`src/rtl/lc3b_types.sv`:
```
// Shared LC-3b datapath types plus the instruction-cache additions (FSM state
// encoding, line offset width and a line-alignment helper).
package lc3b_types;

  typedef logic [15:0]  lc3b_word;
  typedef logic [127:0] lc3b_data;

  typedef enum logic {
    s_check = 1'b0,
    s_fill  = 1'b1
  } lc3b_icache_state;

  localparam int ICACHE_OFFSET_BITS = 4;

  // Clears the byte offset so the address names a whole 16-byte line.
  function automatic lc3b_word icache_line_align(input lc3b_word addr);
    return {addr[15:ICACHE_OFFSET_BITS], {ICACHE_OFFSET_BITS{1'b0}}};
  endfunction

endpackage

```
`src/rtl/icache_array.sv`:
```
// Direct-mapped line storage: NUM_SETS entries of {valid, tag, 128-bit data}
// with an asynchronous read port, a synchronous write port and a valid clear on rst.
module icache_array
  import lc3b_types::*;
#(
  parameter int NUM_SETS = 8,
  parameter int IDX_W    = 3,
  parameter int TAG_W    = 9
) (
  input  logic             clk,
  input  logic             rst,
  input  logic [IDX_W-1:0] rd_idx_i,
  output logic             rd_valid_o,
  output logic [TAG_W-1:0] rd_tag_o,
  output lc3b_data         rd_data_o,
  input  logic             wr_en_i,
  input  logic [IDX_W-1:0] wr_idx_i,
  input  logic [TAG_W-1:0] wr_tag_i,
  input  lc3b_data         wr_data_i
);

  logic [NUM_SETS-1:0] valid_q;
  logic [TAG_W-1:0]    tag_q  [NUM_SETS];
  lc3b_data            data_q [NUM_SETS];

  // Reset only invalidates; stale tag/data behind a cleared valid bit is harmless.
  always_ff @(posedge clk) begin
    if (rst) begin
      valid_q <= '0;
    end else if (wr_en_i) begin
      valid_q[wr_idx_i] <= 1'b1;
    end
  end

  always_ff @(posedge clk) begin
    if (wr_en_i && !rst) begin
      tag_q[wr_idx_i]  <= wr_tag_i;
      data_q[wr_idx_i] <= wr_data_i;
    end
  end

  assign rd_valid_o = valid_q[rd_idx_i];
  assign rd_tag_o   = tag_q[rd_idx_i];
  assign rd_data_o  = data_q[rd_idx_i];

endmodule

```
`src/rtl/icache_responder.sv`:
```
// Read-only direct-mapped instruction cache with zero-wait hits and a
// CHECK/FILL miss engine. Optional hit/miss counters: ICACHE_PERF_COUNTERS_EN.
module icache_responder
  import lc3b_types::*;
#(
  parameter int NUM_SETS    = 8,
  parameter int OFFSET_BITS = ICACHE_OFFSET_BITS
) (
  input  logic        clk,
  input  logic        rst,
  input  lc3b_word    imem_address,
  input  logic        imem_action_stb,
  input  logic        imem_action_cyc,
  output lc3b_data    imem_rdata,
  output logic        imem_resp,
  output lc3b_word    pmem_address,
  output logic        pmem_read,
  input  lc3b_data    pmem_rdata,
  input  logic        pmem_resp
`ifdef ICACHE_PERF_COUNTERS_EN
  ,
  output logic [15:0] hit_count,
  output logic [15:0] miss_count
`endif
);

  localparam int IDX_W = $clog2(NUM_SETS);
  localparam int TAG_W = 16 - OFFSET_BITS - IDX_W;

  // Handshake: a fetch request exists only while stb and cyc are both high.
  // imem_resp is combinational and valid for that same cycle only; the fetch
  // stage holds the request until it sees imem_resp. pmem_read stays high with
  // a stable pmem_address until the cycle pmem_resp is sampled high.

  lc3b_icache_state state_q;
  lc3b_word         miss_addr_q;
  logic             pmem_read_q;

  logic             req;
  logic [IDX_W-1:0] req_idx;
  logic [TAG_W-1:0] req_tag;
  logic             rd_valid;
  logic [TAG_W-1:0] rd_tag;
  lc3b_data         rd_data;
  logic             hit;
  logic             miss_start;
  logic             fill_we;
  logic [IDX_W-1:0] fill_idx;
  logic [TAG_W-1:0] fill_tag;
  logic             unused_offset_bits;

  assign req     = imem_action_stb & imem_action_cyc;
  assign req_idx = imem_address[OFFSET_BITS +: IDX_W];
  assign req_tag = imem_address[15 -: TAG_W];

  assign fill_idx = miss_addr_q[OFFSET_BITS +: IDX_W];
  assign fill_tag = miss_addr_q[15 -: TAG_W];

  assign unused_offset_bits = ^{imem_address[OFFSET_BITS-1:0], miss_addr_q[OFFSET_BITS-1:0]};

  icache_array #(
    .NUM_SETS (NUM_SETS),
    .IDX_W    (IDX_W),
    .TAG_W    (TAG_W)
  ) u_array (
    .clk        (clk),
    .rst        (rst),
    .rd_idx_i   (req_idx),
    .rd_valid_o (rd_valid),
    .rd_tag_o   (rd_tag),
    .rd_data_o  (rd_data),
    .wr_en_i    (fill_we),
    .wr_idx_i   (fill_idx),
    .wr_tag_i   (fill_tag),
    .wr_data_i  (pmem_rdata)
  );

  assign hit        = (state_q == s_check) & req & rd_valid & (rd_tag == req_tag);
  assign miss_start = (state_q == s_check) & req & ~hit;
  // A response arriving while in CHECK belongs to a fill aborted by reset.
  assign fill_we    = (state_q == s_fill) & pmem_resp;

  assign imem_resp    = hit;
  assign imem_rdata   = rd_data;
  assign pmem_read    = pmem_read_q;
  assign pmem_address = miss_addr_q;

  always_ff @(posedge clk) begin
    if (rst) begin
      state_q     <= s_check;
      miss_addr_q <= '0;
      pmem_read_q <= 1'b0;
    end else begin
      case (state_q)
        s_check: begin
          if (miss_start) begin
            miss_addr_q <= icache_line_align(imem_address);
            pmem_read_q <= 1'b1;
            state_q     <= s_fill;
          end
        end
        s_fill: begin
          if (pmem_resp) begin
            pmem_read_q <= 1'b0;
            state_q     <= s_check;
          end
        end
        default: begin
          pmem_read_q <= 1'b0;
          state_q     <= s_check;
        end
      endcase
    end
  end

`ifdef ICACHE_PERF_COUNTERS_EN
  logic [15:0] hit_cnt_q, hit_cnt_d;
  logic [15:0] miss_cnt_q, miss_cnt_d;

  always_comb begin
    hit_cnt_d  = hit_cnt_q;
    miss_cnt_d = miss_cnt_q;
    if (hit && (hit_cnt_q != 16'hFFFF)) begin
      hit_cnt_d = hit_cnt_q + 16'd1;
    end
    if (miss_start && (miss_cnt_q != 16'hFFFF)) begin
      miss_cnt_d = miss_cnt_q + 16'd1;
    end
  end

  always_ff @(posedge clk) begin
    if (rst) begin
      hit_cnt_q  <= '0;
      miss_cnt_q <= '0;
    end else begin
      hit_cnt_q  <= hit_cnt_d;
      miss_cnt_q <= miss_cnt_d;
    end
  end

  assign hit_count  = hit_cnt_q;
  assign miss_count = miss_cnt_q;
`endif

endmodule
```
`config.mk`:
```
export PLATFORM = sky130hd
export DESIGN_NAME = icache_responder
export DESIGN_NICKNAME = d
export VERILOG_FILES = /design/src/rtl/lc3b_types.sv /design/src/rtl/icache_array.sv /design/src/rtl/icache_responder.sv
export SDC_FILE = /design/constraint.sdc
export NUM_CORES = 1
export LEC_CHECK = 0
export BUFFER_PORTS_ARGS = -buffer_cell sky130_fd_sc_hd__buf_2
export CAP_MARGIN = 20
export CORE_ASPECT_RATIO = 0.8
export CORE_UTILIZATION = 54
export DETAILED_ROUTE_END_ITERATION = 8
export GPL_TIMING_DRIVEN = 0
export PLACE_DENSITY = 0.86
export SLEW_MARGIN = 20
export SYNTH_ARGS = -nofsm -noshare
export SYNTH_HDL_FRONTEND = slang
export SYNTH_HIERARCHICAL = 1
export SYNTH_SLANG_ARGS = --single-unit
```
`constraint.sdc`:
```
create_clock -name clk -period 13.75 [get_ports clk]
set_input_delay 0 -clock clk [delete_from_list [all_inputs] [get_ports clk]]
set_output_delay 0 -clock clk [all_outputs]
set_load 0.005 [all_outputs]
```
== After elaboration in Yosys (flattened, before gate mapping) ==
Memory sizes are Yosys's and may differ from the RTL's.
Index checks and enable logic that the tools add are counted.
Storage, ports and cells
  register bits: 22
  RAM bits: 1096
  bits of input ports: 149
  output and inout port bits: 146
  word-level logic and storage cells: 38
  memories kept: 2
Operators by class
  magnitude comparators: 3
  equality and inequality tests: 3
  muxes and demuxes: 12
  bitwise gates (word level): 9
  reductions and logical operators: 5
Memory list
  u_array.data_q: words 8, width 128, rd ports 1, clocked after memory_dff 0, write ports 1, line icache_array.sv:24  | lc3b_data data_q [NUM_SETS];
  u_array.tag_q: words 8, width 9, rd ports 1, clocked after memory_dff 0, write ports 1, line icache_array.sv:23  | logic [TAG_W-1:0] tag_q [NUM_SETS];
Operators by type and width (count)
  == test 9 bit: 1
  < comparator 3 x 4 -> 1 bit, second input constant: 2
  2-to-1 mux 1 bit: 8
  bitwise OR 8 bit: 1
  bitwise AND 1 bit: 6
  != test 2 bit, second input constant: 2
  case mux 1 bit (2 select lines): 2
  AND reduction 2 bit: 2
  binary-select mux 1 bit (select 3 bit): 1
  demux 1 bit (select 3 bit): 1
  >= comparator 3 x 1 -> 1 bit, second input constant: 1
  logical AND 1 bit: 2
  inverter 1 bit: 2
  logical NOT 1 bit: 1

== Longest topological paths before layout ==
  depth after elaboration: 8
  gate-level depth with buffers: 11
  depth with buffers taken out: 6

== By module ==
Netlist, hierarchy kept.
Modules (own cells, without submodules)
  icache_array: instances 1, cells an instance 1635, area each 42020.3 um^2, seq. area each 33071.7 um^2
  icache_responder: instances 1, cells an instance 127, area each 1006.0 um^2, seq. area each 280.3 um^2

== Least setup slack after synthesis ==
OpenSTA, ideal clock, no wires.
  kind: register -> register
  from: reg miss_addr_q[4] (netlist: pmem_address[4])
  to: mem u_array/data_q[1][0] (netlist bit) (enable)
  setup time: 969 ps
  data arrival time: 13858 ps
  required time: 12781 ps
  path slack: -1077 ps
  cell stages (with the launch flop): 4
  buffers on the path: 1
  path through: dfxtp_1 clkbuf_1 inv_1 nor4_1
RTL lines
  from (decl): line icache_responder.sv:36  | lc3b_word miss_addr_q;
  from (signal assigned): line icache_responder.sv:97  | miss_addr_q <= icache_line_align(imem_address);
  to (decl): line icache_array.sv:24
No word-level cell before the write port.

== Worst setup path in the final report ==
  from: in imem_address[6]
  to: reg miss_addr_q[13] (netlist: pmem_address[13])
Between the ends
  elaborated cells between the ends (all ways): 9
RTL lines
  from (decl): line icache_responder.sv:11  | input lc3b_word imem_address,
  memory read (8 x 9 bit)
  net rd_tag[1]: line icache_responder.sv:43  | logic [TAG_W-1:0] rd_tag;
  == test 9 bit: line icache_responder.sv:78  | assign hit = (state_q == s_check) & req & rd_valid & (rd_tag == req_tag);
  bitwise AND 1 bit: line icache_responder.sv:78
  inverter 1 bit: line icache_responder.sv:79  | assign miss_start = (state_q == s_check) & req & ~hit;
  bitwise AND 1 bit: line icache_responder.sv:79
  AND reduction 2 bit (no source line)
The timed path passes the listed nets, and every way through them passes these cells. The select of a mux whose other input is x is not followed.
A chain may end at the register's enable or synchronous reset.

==> out/results.ini <==
[placed_design]
portBuffers=286
dpl.hpwl_um=64300
place_congestion=0.834

[synthesis]
yosys.area.top_type=edfxtp_1
synth_mux_area_share_pct=19.1
async_reset_ff_share_pct=0
synth_seq_cells=1118
synth_warnings=6
netlist.area_leader.share_pct=76.5
ys_types=38
synth_edf_count=1096
seq_area_frac_synth_pct=77.5
synth_top_family_by_area=multiplexers
synth_cells=1762
syn_area_um2=43000
avgSynthCellArea_um2=24.4
synth_compound_area_share_pct=0.523
synth-simple-area-share_pct=1.20
synth-main-ff-cell=edfxtp_1
synthXorXnorAreaFrac_pct=0.183
yosys-top-cells-area=edfxtp_1, mux4_2, mux4_1
synth_fa_ha_area_share_pct=0

[worst_setup_path]
crit_start=imem_address[6]
cp.required_ns=14.30
path_max_fanout=10
critPathCaptureType=flip-flop
crit_path_start_kind=input port
r2r_cells=10
critical_path_class=in2reg
reg2reg_from=pmem_address[6]
arrival_ns=4.66

[final_layout]
nFillCells=4670
fin_nets=2615
fin_util_pct=66.3
drive_gt1_share_pct=37.1
area_delta_synth_final_pct=21.4

[floorplan]
pin_count=295
die_w_um=318
dieArea_um2=80800
initial_utilization_pct=54.6
core_area_um2=78900
die_h_um=254
fp-row-count=92

[sta]
finalClockSkew_ns=0.0116
hold_violations=0
worst_pin_slew_ns=1.12
min_period_over_period_pct=29.9
max_freq_mhz=243
report.final.slew_viol_count=0
setup_viol=0
rsz0062_at_grt=false
min_period_ns=4.11
max_slew_margin_pct=25.2

[grt]
grt.overflow.total=0
grt_pass1_wl_um=145000
grt_max_degree=16
antenna_found_initial=6
grtUsageTotal_pct=24.5
grt_pass1_vias=22744

[min_path]
min_from=imem_action_stb
hold_class=in2reg
holdPathStages=5

[pwr]
p_leak_uw=0.0177
ir_drop_v=0.000106
fin_total_pwr_uw=7010
p_per_area_nw_per_um2=134

[clock_network]
cts.repair.resized=0
cts_tree=built
clkTransAtPathRegs_ns=0.06
cts_buffer_depth=3
clk_latency_ns=0.66
htreeDepth=3
cts_root_buf=clkbuf_16
holdBufCountCts=150
cts_sinks=1118
post-cts-setup-buffers=0
numCtsBuffers=105

[route]
drt_pass1_iterations=7
viasPerCell=6.10
drt-total-wl_um=99100
ant_nets=0
drcViolationCount=0
wl_per_cell_um=27.6
first_iter_violations=2211
num_vias=21879

[job]
cap_violations=0

[run_status]
outcome=finished, final reports clean

==> final cells by class <==
cell class / count / area, µm² / share of cell area, %
Antenna cell: 2 / 5.00 / 0.00958
Buffer: 97 / 621 / 1.19
Multi-Input combinational cell: 541 / 9110 / 17.4
Clock inverter: 64 / 689 / 1.32
Sequential cell: 1118 / 33400 / 63.8
Clock buffer: 130 / 2720 / 5.21
Tap cell: 1034 / 1290 / 2.48
Inverter: 9 / 33.8 / 0.0647
Timing Repair Buffer: 594 / 4410 / 8.45
==> cells in the mapped netlist (4+ instances only) <==
library cell and n:
a21oi_1 7, a32oi_1 12, buf_1 17, buf_2 10, buf_4 4, buf_6 26, clkbuf_1 37, dfxtp_1 22
edfxtp_1 1096, inv_1 8, mux2_2 138, mux4_1 114, mux4_2 162, nand2_1 15, nand3_1 13, nand4b_1 4
nor3_1 7, nor3b_1 12, nor4_1 4, o21ai_0 12, or4_1 12, xnor2_1 7
==> stage by stage <==
stage	cell area, µm²	instances	worst slack [ns]	hold WS, ns	setup TNS [ns]
2_1_floorplan	43100	1765	2.69	0.0989	0
3_3_place_gp	45800	3085	-7.32	0.252	-5700.49
3_5_place_dp	47300	3243	10.03	0.265	0
4_1_cts	52200	3587	9.81	0.0205	0
5_1_grt	52200	3589	9.42	0.0544	0
6_report	52200	3589	9.64	0.0518	0
==> sequential cells by signal (all words and copies together) (netlist names) <==
| name | cells |
|---|---|
| pmem_address | 12 |
| pmem_read | 1 |
| state_q | 1 |
| u_array/data_q | 1024 |
| u_array/tag_q | 72 |
| u_array/valid_q | 8 |
==> placed cells by master (no fill, tap or decap), types with 3 or more instances in the layout <==
cell / instances
bufinv_16: 11
clkinvlp_4: 7
clkbuf_16: 105
buf_8: 11
clkinv_2: 18
conb_1: 4
mux4_1: 114
buf_4: 92
or4_1: 12
buf_2: 296
edfxtp_1: 1096
o21ai_0: 12
nand4b_1: 4
nor3_1: 3
inv_1: 8
nor3_2: 4
mux2_2: 138
dfxtp_1: 22
clkinv_8: 3
mux4_2: 162
xnor2_1: 7
nand2_1: 15
buf_1: 17
a32oi_1: 12
nand4bb_1: 3
buf_6: 88
clkinv_1: 20
dlygate4sd3_1: 150
a21oi_1: 7
nor4_4: 4
nor3b_1: 12
nand3_1: 13
clkbuf_1: 62
==> critical path: stages <==
cell           delay, ns
dlygate4sd3_1       0.54
buf_2               0.12
buf_2               0.20
buf_2               0.44
clkbuf_1            0.65
mux4_2              0.40
mux2_2              0.28
xnor2_1             0.24
nand4_1             0.31
clkbuf_1            0.31
clkbuf_1            0.29
o21ai_0             0.22
nand3_1             0.09
dlygate4sd3_1       0.55
==> layer usage <==
metal / vias to the layer above / global-route usage [%] / routed length, µm
met5: - / 0 / 54
li1: 9068 / - / -
met2: 1096 / 41.7 / 50500
met1: 11439 / 32.0 / 38300
met4: 8 / 8.39 / 3230
met3: 268 / 4.84 / 7040
==> path summary, 6_finish.rpt <==
check,end,slack (ns)
setup / recovery,pmem_address[13],9.64
hold / removal,pmem_address[12],0.05
setup reg to reg,u_array/data_q[6][88],9.90
hold reg to reg,u_array/valid_q[6],0.46
==> where the power goes <==
group	switching [µW]	leakage, µW	total (µW)	internal [µW]
clock	1230	0.00164	2860	1620
sequential	12.2	0.0100	3770	3760
combinational	197	0.00600	384	187
total	1440	0.0177	7010	5560
==> cells by family (layout without fill, tap and decap cells) <==
group           after synthesis  after routing
compound gates               34             34
xor+xnor                      9              9
flops                      1118           1118
mux                         414            414
buf+inv                     106            894
simple gates                 80             80
other cells                   1              6
(Power assumes the default switching activity.)
